[config.mk]
export PLATFORM = sky130hd
export DESIGN_NAME = ps2_scan_receiver
export DESIGN_NICKNAME = d
export VERILOG_FILES = /design/src/rtl/ps2_scan_receiver.sv
export SDC_FILE = /design/constraint.sdc
export NUM_CORES = 1
export LEC_CHECK = 0
export CORE_MARGIN = 2
export CORE_UTILIZATION = 54
export CTS_BUF_LIST = sky130_fd_sc_hd__clkbuf_16
export CTS_CLUSTER_SIZE = 25
export DETAILED_ROUTE_END_ITERATION = 6
export GPL_TIMING_DRIVEN = 0
export PLACE_DENSITY = 0.77
export REMOVE_ABC_BUFFERS = 1
export SLEW_MARGIN = 20
export SYNTH_ARGS = -nofsm -noshare
export SYNTH_HDL_FRONTEND = slang
export SYNTH_SLANG_ARGS = --single-unit
[constraint.sdc]
create_clock -name clk -period 4.2 [get_ports clk]
set_input_delay 1.05 -clock clk [delete_from_list [all_inputs] [get_ports clk]]
set_output_delay 1.05 -clock clk [all_outputs]
set_load 0.005 [all_outputs]
[src/rtl/ps2_scan_receiver.sv]
// ---------------------------------------------------------------------------
// ps2_scan_receiver
//
// Receives PS/2 keyboard frames and decodes scan-code set 2 make/break
// sequences into one registered key event per code byte.
//
// Parameters
//   TIMEOUT_CYC  clk cycles without a ps2_clk falling edge before a partial
//                frame is dropped.
//
// Ports
//   clk          system clock; all flops use its rising edge
//   rst_n        asynchronous active-low reset
//   ps2_clk      raw PS/2 clock line (asynchronous to clk)
//   ps2_data     raw PS/2 data line (asynchronous to clk)
//   last_change  {E0-extended flag, scan code} of the most recent key event
//   key_valid    one-cycle pulse when last_change / key_make are updated
//   key_make     1 = press, 0 = release, for the current last_change
//   frame_err    one-cycle pulse on a rejected frame (parity or stop bit)
// ---------------------------------------------------------------------------
module ps2_scan_receiver #(
   parameter int TIMEOUT_CYC = 50000
) (
   input  logic       clk,
   input  logic       rst_n,
   input  logic       ps2_clk,
   input  logic       ps2_data,
   output logic [8:0] last_change,
   output logic       key_valid,
   output logic       key_make,
   output logic       frame_err
);

   localparam int               TMO_W    = $clog2(TIMEOUT_CYC + 1);
   localparam logic [TMO_W-1:0] TMO_MAX  = TMO_W'(TIMEOUT_CYC);
   localparam logic [TMO_W-1:0] TMO_ONE  = TMO_W'(1);
   localparam logic [TMO_W-1:0] TMO_ZERO = TMO_W'(0);

   typedef enum logic [0:0] {
      ST_IDLE = 1'b0,
      ST_RECV = 1'b1
   } state_t;

   // True when the data bits plus the parity bit hold an odd number of ones.
   function automatic logic odd_parity_ok(input logic [8:0] bits);
      return ^bits;
   endfunction

   // Synchronizer and edge-detect flops
   logic             clk_meta_r;
   logic             clk_sync_r;
   logic             clk_prev_r;
   logic             data_meta_r;
   logic             data_sync_r;
   logic             fall_s;

   // Receive FSM and datapath
   state_t           state_r;
   state_t           state_nxt_s;
   logic [3:0]       bit_cnt_r;
   logic [3:0]       bit_cnt_nxt_s;
   logic [8:0]       shift_r;
   logic [8:0]       shift_nxt_s;
   logic [TMO_W-1:0] tmo_cnt_r;
   logic [TMO_W-1:0] tmo_nxt_s;
   logic             byte_done_s;
   logic             byte_err_s;
   logic [7:0]       byte_s;

   // Prefix flags and registered outputs
   logic             ext_r;
   logic             ext_nxt_s;
   logic             brk_r;
   logic             brk_nxt_s;
   logic [8:0]       last_change_r;
   logic [8:0]       last_change_nxt_s;
   logic             key_make_r;
   logic             key_make_nxt_s;
   logic             key_valid_r;
   logic             key_valid_nxt_s;
   logic             frame_err_r;
   logic             frame_err_nxt_s;

   // Two-flop synchronizers for both PS/2 lines plus the previous clock sample.
   // The lines idle high, so the flops reset to 1 to avoid a false edge.
   always_ff @(posedge clk or negedge rst_n) begin
      if (!rst_n) begin
         clk_meta_r  <= 1'b1;
         clk_sync_r  <= 1'b1;
         clk_prev_r  <= 1'b1;
         data_meta_r <= 1'b1;
         data_sync_r <= 1'b1;
      end else begin
         clk_meta_r  <= ps2_clk;
         clk_sync_r  <= clk_meta_r;
         clk_prev_r  <= clk_sync_r;
         data_meta_r <= ps2_data;
         data_sync_r <= data_meta_r;
      end
   end

   assign fall_s = clk_prev_r & ~clk_sync_r;
   assign byte_s = shift_r[7:0];

   // Receive FSM state and frame datapath registers.
   always_ff @(posedge clk or negedge rst_n) begin
      if (!rst_n) begin
         state_r   <= ST_IDLE;
         bit_cnt_r <= 4'd0;
         shift_r   <= 9'h000;
         tmo_cnt_r <= TMO_ZERO;
      end else begin
         state_r   <= state_nxt_s;
         bit_cnt_r <= bit_cnt_nxt_s;
         shift_r   <= shift_nxt_s;
         tmo_cnt_r <= tmo_nxt_s;
      end
   end

   // Next-state logic: bit counting, shifting, frame checking and timeout.
   // Bit counts 1..9 shift in data and parity (LSB first), so at count 10
   // shift_r holds {parity, data} and the sampled line is the stop bit.
   always_comb begin
      state_nxt_s   = state_r;
      bit_cnt_nxt_s = bit_cnt_r;
      shift_nxt_s   = shift_r;
      tmo_nxt_s     = tmo_cnt_r;
      byte_done_s   = 1'b0;
      byte_err_s    = 1'b0;
      case (state_r)
         ST_IDLE: begin
            tmo_nxt_s = TMO_ZERO;
            if (fall_s && !data_sync_r) begin
               state_nxt_s   = ST_RECV;
               bit_cnt_nxt_s = 4'd1;
               shift_nxt_s   = 9'h000;
            end else begin
               // A high sample here is line noise, not a start bit.
               bit_cnt_nxt_s = 4'd0;
            end
         end
         ST_RECV: begin
            if (fall_s) begin
               tmo_nxt_s = TMO_ZERO;
               if (bit_cnt_r == 4'd10) begin
                  state_nxt_s   = ST_IDLE;
                  bit_cnt_nxt_s = 4'd0;
                  if (odd_parity_ok(shift_r) && data_sync_r) begin
                     byte_done_s = 1'b1;
                  end else begin
                     byte_err_s = 1'b1;
                  end
               end else begin
                  shift_nxt_s   = {data_sync_r, shift_r[8:1]};
                  bit_cnt_nxt_s = bit_cnt_r + 4'd1;
               end
            end else if (tmo_cnt_r == TMO_MAX) begin
               // Device stopped clocking mid-frame: drop the partial byte.
               state_nxt_s   = ST_IDLE;
               bit_cnt_nxt_s = 4'd0;
               tmo_nxt_s     = TMO_ZERO;
            end else begin
               tmo_nxt_s = tmo_cnt_r + TMO_ONE;
            end
         end
         default: begin
            state_nxt_s   = ST_IDLE;
            bit_cnt_nxt_s = 4'd0;
            tmo_nxt_s     = TMO_ZERO;
         end
      endcase
   end

   // Scan-code decode: E0/F0 only arm flags; any other byte emits an event.
   // A rejected frame also drops any pending prefix.
   always_comb begin
      ext_nxt_s         = ext_r;
      brk_nxt_s         = brk_r;
      last_change_nxt_s = last_change_r;
      key_make_nxt_s    = key_make_r;
      key_valid_nxt_s   = 1'b0;
      frame_err_nxt_s   = 1'b0;
      if (byte_done_s) begin
         if (byte_s == 8'hE0) begin
            ext_nxt_s = 1'b1;
         end else if (byte_s == 8'hF0) begin
            brk_nxt_s = 1'b1;
         end else begin
            last_change_nxt_s = {ext_r, byte_s};
            key_make_nxt_s    = ~brk_r;
            key_valid_nxt_s   = 1'b1;
            ext_nxt_s         = 1'b0;
            brk_nxt_s         = 1'b0;
         end
      end else if (byte_err_s) begin
         frame_err_nxt_s = 1'b1;
         ext_nxt_s       = 1'b0;
         brk_nxt_s       = 1'b0;
      end else begin
         ext_nxt_s = ext_r;
         brk_nxt_s = brk_r;
      end
   end

   // Prefix flags and output registers; pulses last exactly one cycle
   // because their next values default to 0.
   always_ff @(posedge clk or negedge rst_n) begin
      if (!rst_n) begin
         ext_r         <= 1'b0;
         brk_r         <= 1'b0;
         last_change_r <= 9'h000;
         key_make_r    <= 1'b0;
         key_valid_r   <= 1'b0;
         frame_err_r   <= 1'b0;
      end else begin
         ext_r         <= ext_nxt_s;
         brk_r         <= brk_nxt_s;
         last_change_r <= last_change_nxt_s;
         key_make_r    <= key_make_nxt_s;
         key_valid_r   <= key_valid_nxt_s;
         frame_err_r   <= frame_err_nxt_s;
      end
   end

   assign last_change = last_change_r;
   assign key_make    = key_make_r;
   assign key_valid   = key_valid_r;
   assign frame_err   = frame_err_r;

endmodule

After elaboration in Yosys (flattened, before gate mapping)
Index checks and enable logic that the tools add are counted.
{"block": "word_totals", "regBits": 49, "output_inout_bits": 12, "wordCells": 79}
{"block": "op_classes", "n_addsub": 2, "eq_ne": 10, "muxes": 37, "bitwise_logic": 6, "reduce_logical": 9}
{"op": "16-bit two-way mux", "n": 2}
{"op": "16-bit case mux with 2 select lines", "n": 1}
{"op": "9-bit two-way mux", "n": 3}
{"op": "1-bit two-way mux", "n": 25}
{"op": "9-bit case mux with 2 select lines", "n": 1}
{"op": "16-bit by 1-bit adder with 16-bit output (second input constant)", "n": 1}
{"op": "16-bit == test (second input constant)", "n": 1}
{"op": "8-bit == test (second input constant)", "n": 2}
{"op": "4-bit two-way mux", "n": 3}
{"op": "9-bit parity", "n": 1}
{"op": "2-bit inequality test (second input constant)", "n": 4}
{"op": "4-bit case mux with 2 select lines", "n": 1}
{"op": "3-bit AND reduction", "n": 2}
{"op": "1-bit NOT", "n": 5}
{"op": "4-bit by 1-bit adder with 4-bit output (second input constant)", "n": 1}
{"op": "4-bit == test (second input constant)", "n": 1}
{"op": "2-bit AND reduction", "n": 2}
{"op": "3-bit by 2-bit inequality test with 1-bit output (second input constant)", "n": 1}
{"op": "3-bit inequality test (second input constant)", "n": 1}
{"op": "1-bit logical AND", "n": 2}
{"op": "1-bit case mux with 2 select lines", "n": 1}
{"op": "2-bit nonzero test", "n": 1}
{"op": "1-bit AND", "n": 1}
{"op": "1-bit zero test", "n": 1}

Depth between registers and ports, before layout
{"block": "depth", "depth_word": 8, "depth_mapped": 7, "depth_no_buf": 6}

Worst setup path after synthesis
OpenSTA, ideal clock, no wires.
{"block": "synth_timing", "kind": "reg-to-reg", "from": "reg shift_r[4]", "to": "reg key_make_r, in the netlist key_make", "setup_time_ns": 0.125, "t_arrival_ns": 1.868, "required_time_ns": 4.075, "setup_slack_ns": 2.206, "path_stages_with_launch": 8, "n_path_buf": 1, "path_cell_list": "dfrtp_1 -> inv_1 -> ha_1 -> xnor2_1 -> xnor3_2 -> nand4bb_2 -> buf_6 -> mux2_4"}
{"block": "synth_via", "elab_chain_cells": 7}
{"item": "start: declaration", "line_no": "62", "source": "logic [8:0] shift_r;"}
{"item": "start signal: assignment", "line_no": "115", "source": "shift_r <= shift_nxt_s;"}
{"item": "9-bit parity", "line_no": "46", "source": "return ^bits;"}
{"item": "1-bit logical AND", "line_no": "148", "source": "if (odd_parity_ok(shift_r) && data_sync_r) begin"}
{"item": "1-bit two-way mux", "line_no": "148"}
{"item": "1-bit two-way mux", "line_no": "145", "source": "if (bit_cnt_r == 4'd10) begin"}
{"item": "1-bit two-way mux", "line_no": "143", "source": "if (fall_s) begin"}
{"item": "1-bit two-way mux", "line_no": "130", "source": "case (state_r)"}
{"item": "3-bit AND reduction (no source line) *"}
{"item": "end signal: assignment", "line_no": "219", "source": "key_make_r <= key_make_nxt_s;"}
{"item": "end: declaration", "line_no": "77", "source": "logic key_make_r;"}
Mark *: on every way between the ends. The rest lies on a longest branch, timed or not.
A chain may end at the register's enable or synchronous reset.

Worst setup path in the final report
{"block": "layout_timing", "from": "reg shift_r[4]", "to": "reg last_change_r[8], in the netlist last_change[8]"}
{"block": "layout_via", "elab_chain_cells": 7}
{"item": "9-bit parity", "line_no": "46"}
{"item": "1-bit logical AND", "line_no": "148"}
{"item": "1-bit two-way mux", "line_no": "148"}
{"item": "1-bit two-way mux", "line_no": "145"}
{"item": "1-bit two-way mux", "line_no": "143"}
{"item": "1-bit two-way mux", "line_no": "130"}
{"item": "3-bit AND reduction (no source line) *"}
{"item": "end signal: assignment", "line_no": "218", "source": "last_change_r <= last_change_nxt_s;"}
{"item": "end: declaration", "line_no": "75", "source": "logic [8:0] last_change_r;"}
Marks and branches as above.

==> key figures <==
STA
  – Max-Slew Margin vs Limit: 49.2%
  – Period minus WS final: 2.31 ns
  – Final hold violation count: 0
  – Pins Over Slew Limit: 0
  – Tightest hold margin: 0.353 ns
  – Period utilization: 55.0%
  – Unrepaired setup endpoints after global routing: false
  – Count of final setup violators: 0
  – Worst clock skew: 0.00682 ns
  – Peak clock frequency supported by timing: 0.433 GHz
  – Final total negative setup slack: 0 ns
  – Slew at the pin closest to its max-slew limit: 0.760 ns

Synth
  – Post-synthesis average cell area: 11.2 sq um
  – Count of state elements after synthesis: 49
  – Count of cell types in the netlist: 41
  – Async set-or-reset flop fraction in the synthesized netlist: 100%
  – Library cell occupying the most area in the post-synthesis netlist: sky130_fd_sc_hd__dfrtp_1
  – Flip-flop cell with the highest count after synthesis: sky130_fd_sc_hd__dfrtp_1
  – Synth area leaders: sky130_fd_sc_hd__dfrtp_1, sky130_fd_sc_hd__mux2_4, sky130_fd_sc_hd__dfstp_2
  – Post-Synthesis Cell Area: 0.00233 sq mm
  – Fraction of synthesized cell area taken by the top area cell type: 47.2%
  – Register area share after synthesis: 52.8%
  – Number of enable-type register cells in the synthesized netlist: 0
  – Post-synthesis cell count: 208
  – YS warnings: 0

Clock network
  – Resized cells post-CTS: 0
  – Number of buffers inserted during clock tree synthesis: 5
  – Register clock-pin slew on the reported worst setup and hold paths: 0.06 ns
  – Post-cts hold buffer count: 0
  – Clock sink count: 49
  – Root Buffer: sky130_fd_sc_hd__clkbuf_16
  – Number of buffers inserted to repair setup after CTS: 0
  – Clock insertion delay at the later pin of the skew report: 0.29 ns
  – Maximum clock path buffer count: 2
  – Number of levels the H-tree was split into: 2
  – Clock tree from TritonCTS: done

Floorplanning
  – Area inside the core boundary: 0.00409 sq mm
  – Standard-cell row count: 23
  – Die Y-Extent: 69.8 microns
  – Horizontal die dimension: 69.8 microns
  – Num ports: 16
  – Floorplan die area: 0.00487 sq mm
  – Initial cell density of the core: 57.1%

Worst setup path
  – Register-to-register path setup slack: 1.89 ns
  – Data arrival time of the worst path: 2.48 ns
  – Crit path launch type: flip-flop
  – Worst-path maximum fanout: 10
  – Category of the worst setup path capture point: flip-flop
  – Type of the worst setup path: flip-flop to flip-flop
  – Crit path required time: 4.37 ns

Layout
  – Leading cell types in the layout, fill and taps excluded: sky130_fd_sc_hd__dfrtp_1, sky130_fd_sc_hd__inv_1, sky130_fd_sc_hd__nand3_1, sky130_fd_sc_hd__clkdlybuf4s50_1, sky130_fd_sc_hd__nor2_1
  – Footprint of the multi-input gates: 991 sq um
  – Number of fill cells in the layout: 331
  – Most common cell after layout, fill and taps aside: sky130_fd_sc_hd__dfrtp_1
  – Sequential Area: 0.00123 sq mm
  – Area delta synth->final: 14.1%
  – Layout cells sized above 1: 13.8%
  – Antenna fix cells: 0
  – Nets: 237

Global route
  – Via count of the first global-routing pass: 1592
  – Global-route wire length before repair: 7.00 mm
  – Gr ovfl total: 0
  – Number of antenna violations at the first check in global routing: 0
  – Largest net degree at the start of global routing: 31
  – Total routing usage reported by global routing: 18.0%

Outcome
  – Status: finished, final reports clean

Power and ir drop
  – Worst supply voltage drop on vdd: 0.266 mV
  – Overall power: 1.10 mW
  – Power density normalized to cell area: 414 mW/mm^2
  – Leakage component of the power: 1.20 nW

Routing
  – Total number of vias: 1497
  – Ratio of routed vias to standard cells: 5.44
  – Number of search-and-repair iterations in the first detailed-routing pass: 4
  – Overall routed net length: 3.87 mm
  – Count of antenna-violating nets left after detailed routing: 0
  – Wirelength per Cell: 14.1 microns
  – Post-route DRC violation count: 0
  – Violation count after the first detailed-routing iteration: 94

Worst hold path
  – Worst min-delay path class: flip-flop to flip-flop

Placed design
  – Port Buffers: 15
  – Weighted congestion at the end of routability-driven global placement: 0.755
  – Final HPWL from detailed placement: 2.74 mm

Job
  – MaxCap Viol Count: 0
[sequential cells by signal, indices dropped and copies added, names as in the netlist]
signal / count
state_r: 1
clk_meta_r: 1
key_make: 1
brk_r: 1
tmo_cnt_r: 16
frame_err: 1
data_meta_r: 1
ext_r: 1
key_valid: 1
clk_prev_r: 1
data_sync_r: 1
last_change: 9
shift_r: 9
clk_sync_r: 1
bit_cnt_r: 4
[kinds of logic after synthesis]
logic type,Yosys count,share of synthesized area [%]
muxes,11,6.91
DFF,49,52.8
AOI/OAI and AO/OA,31,7.50
buffers and inverters,26,4.77
and+or+nand+nor,69,17.7
adders and majority gates,9,4.82
xor gates and xnor gates,13,5.52
[synth_stat cells, types with 3 or more instances]
cell and n:
sky130_fd_sc_hd__dfrtp_1 44, sky130_fd_sc_hd__inv_1 19, sky130_fd_sc_hd__nand3_1 18, sky130_fd_sc_hd__nor2_1 12, sky130_fd_sc_hd__o21ai_1 11, sky130_fd_sc_hd__mux2_4 10, sky130_fd_sc_hd__ha_1 9, sky130_fd_sc_hd__xor2_1 8
sky130_fd_sc_hd__nand4_1 7, sky130_fd_sc_hd__a21oi_1 6, sky130_fd_sc_hd__o21ai_0 6, sky130_fd_sc_hd__and3_1 5, sky130_fd_sc_hd__dfstp_2 5, sky130_fd_sc_hd__or3_1 5, sky130_fd_sc_hd__xnor2_1 4, sky130_fd_sc_hd__clkbuf_1 3
sky130_fd_sc_hd__nand2_1 3
[power by group]
group | switching, mW | internal (mW) | leakage, nW
registers | 0.0361 | 0.504 | 0.661
logic | 0.104 | 0.0760 | 0.472
clock network | 0.165 | 0.218 | 0.0696
[metrics by stage]
step | area (sq um) | setup WS [ns] | utilization (%) | cells
final | 2670 | 1.89 | 65.2 | 275
after detailed placement | 2520 | 1.89 | 61.7 | 267
after global placement | 2510 | 0.727 | 61.4 | 266
after global routing | 2670 | 1.74 | 65.2 | 275
after floorplan | 2290 | 2.11 | - | 201
after CTS | 2670 | 1.87 | 65.2 | 275
[worst max-delay path: stages (launching register included)]
cell                        delay, ns
sky130_fd_sc_hd__dfrtp_1         0.41
sky130_fd_sc_hd__inv_1           0.08
sky130_fd_sc_hd__ha_1            0.30
sky130_fd_sc_hd__xnor2_1         0.14
sky130_fd_sc_hd__xnor3_2         0.40
sky130_fd_sc_hd__nand4bb_2       0.42
sky130_fd_sc_hd__mux2_4          0.45
[final timing paths]
path / start / endpoint / depth (start not counted)
max: shift_r[4]$_DFFE_PN0P_ / last_change[8]$_DFFE_PN0P_ / 6
max in group asynchronous: rst_n / last_change[2]$_DFFE_PN0P_ / 2
min reg2reg: data_meta_r$_DFF_PN1_ / data_sync_r$_DFF_PN1_ / 0
min in group asynchronous: rst_n / last_change[6]$_DFFE_PN0P_ / 1
max reg2reg: shift_r[4]$_DFFE_PN0P_ / last_change[8]$_DFFE_PN0P_ / 6
min: data_meta_r$_DFF_PN1_ / data_sync_r$_DFF_PN1_ / 0
[per-layer routing]
layer / track usage, % / wire (microns)
met5: 0 / 0
met4: 7.48 / 72
met3: 4.36 / 129
met2: 31.4 / 1950
met1: 21.3 / 1710
[area by class of cell]
| type | count | share of cell area, % |
|---|---|---|
| multi-input cells | 133 | 37.2 |
| well taps | 50 | 2.35 |
| repair buffers | 16 | 6.20 |
| clock inverters | 3 | 0.657 |
| flip-flops and latches | 49 | 46.2 |
| inverters | 19 | 2.68 |
| clock buffers | 5 | 4.69 |
(Power assumes the default switching activity.)
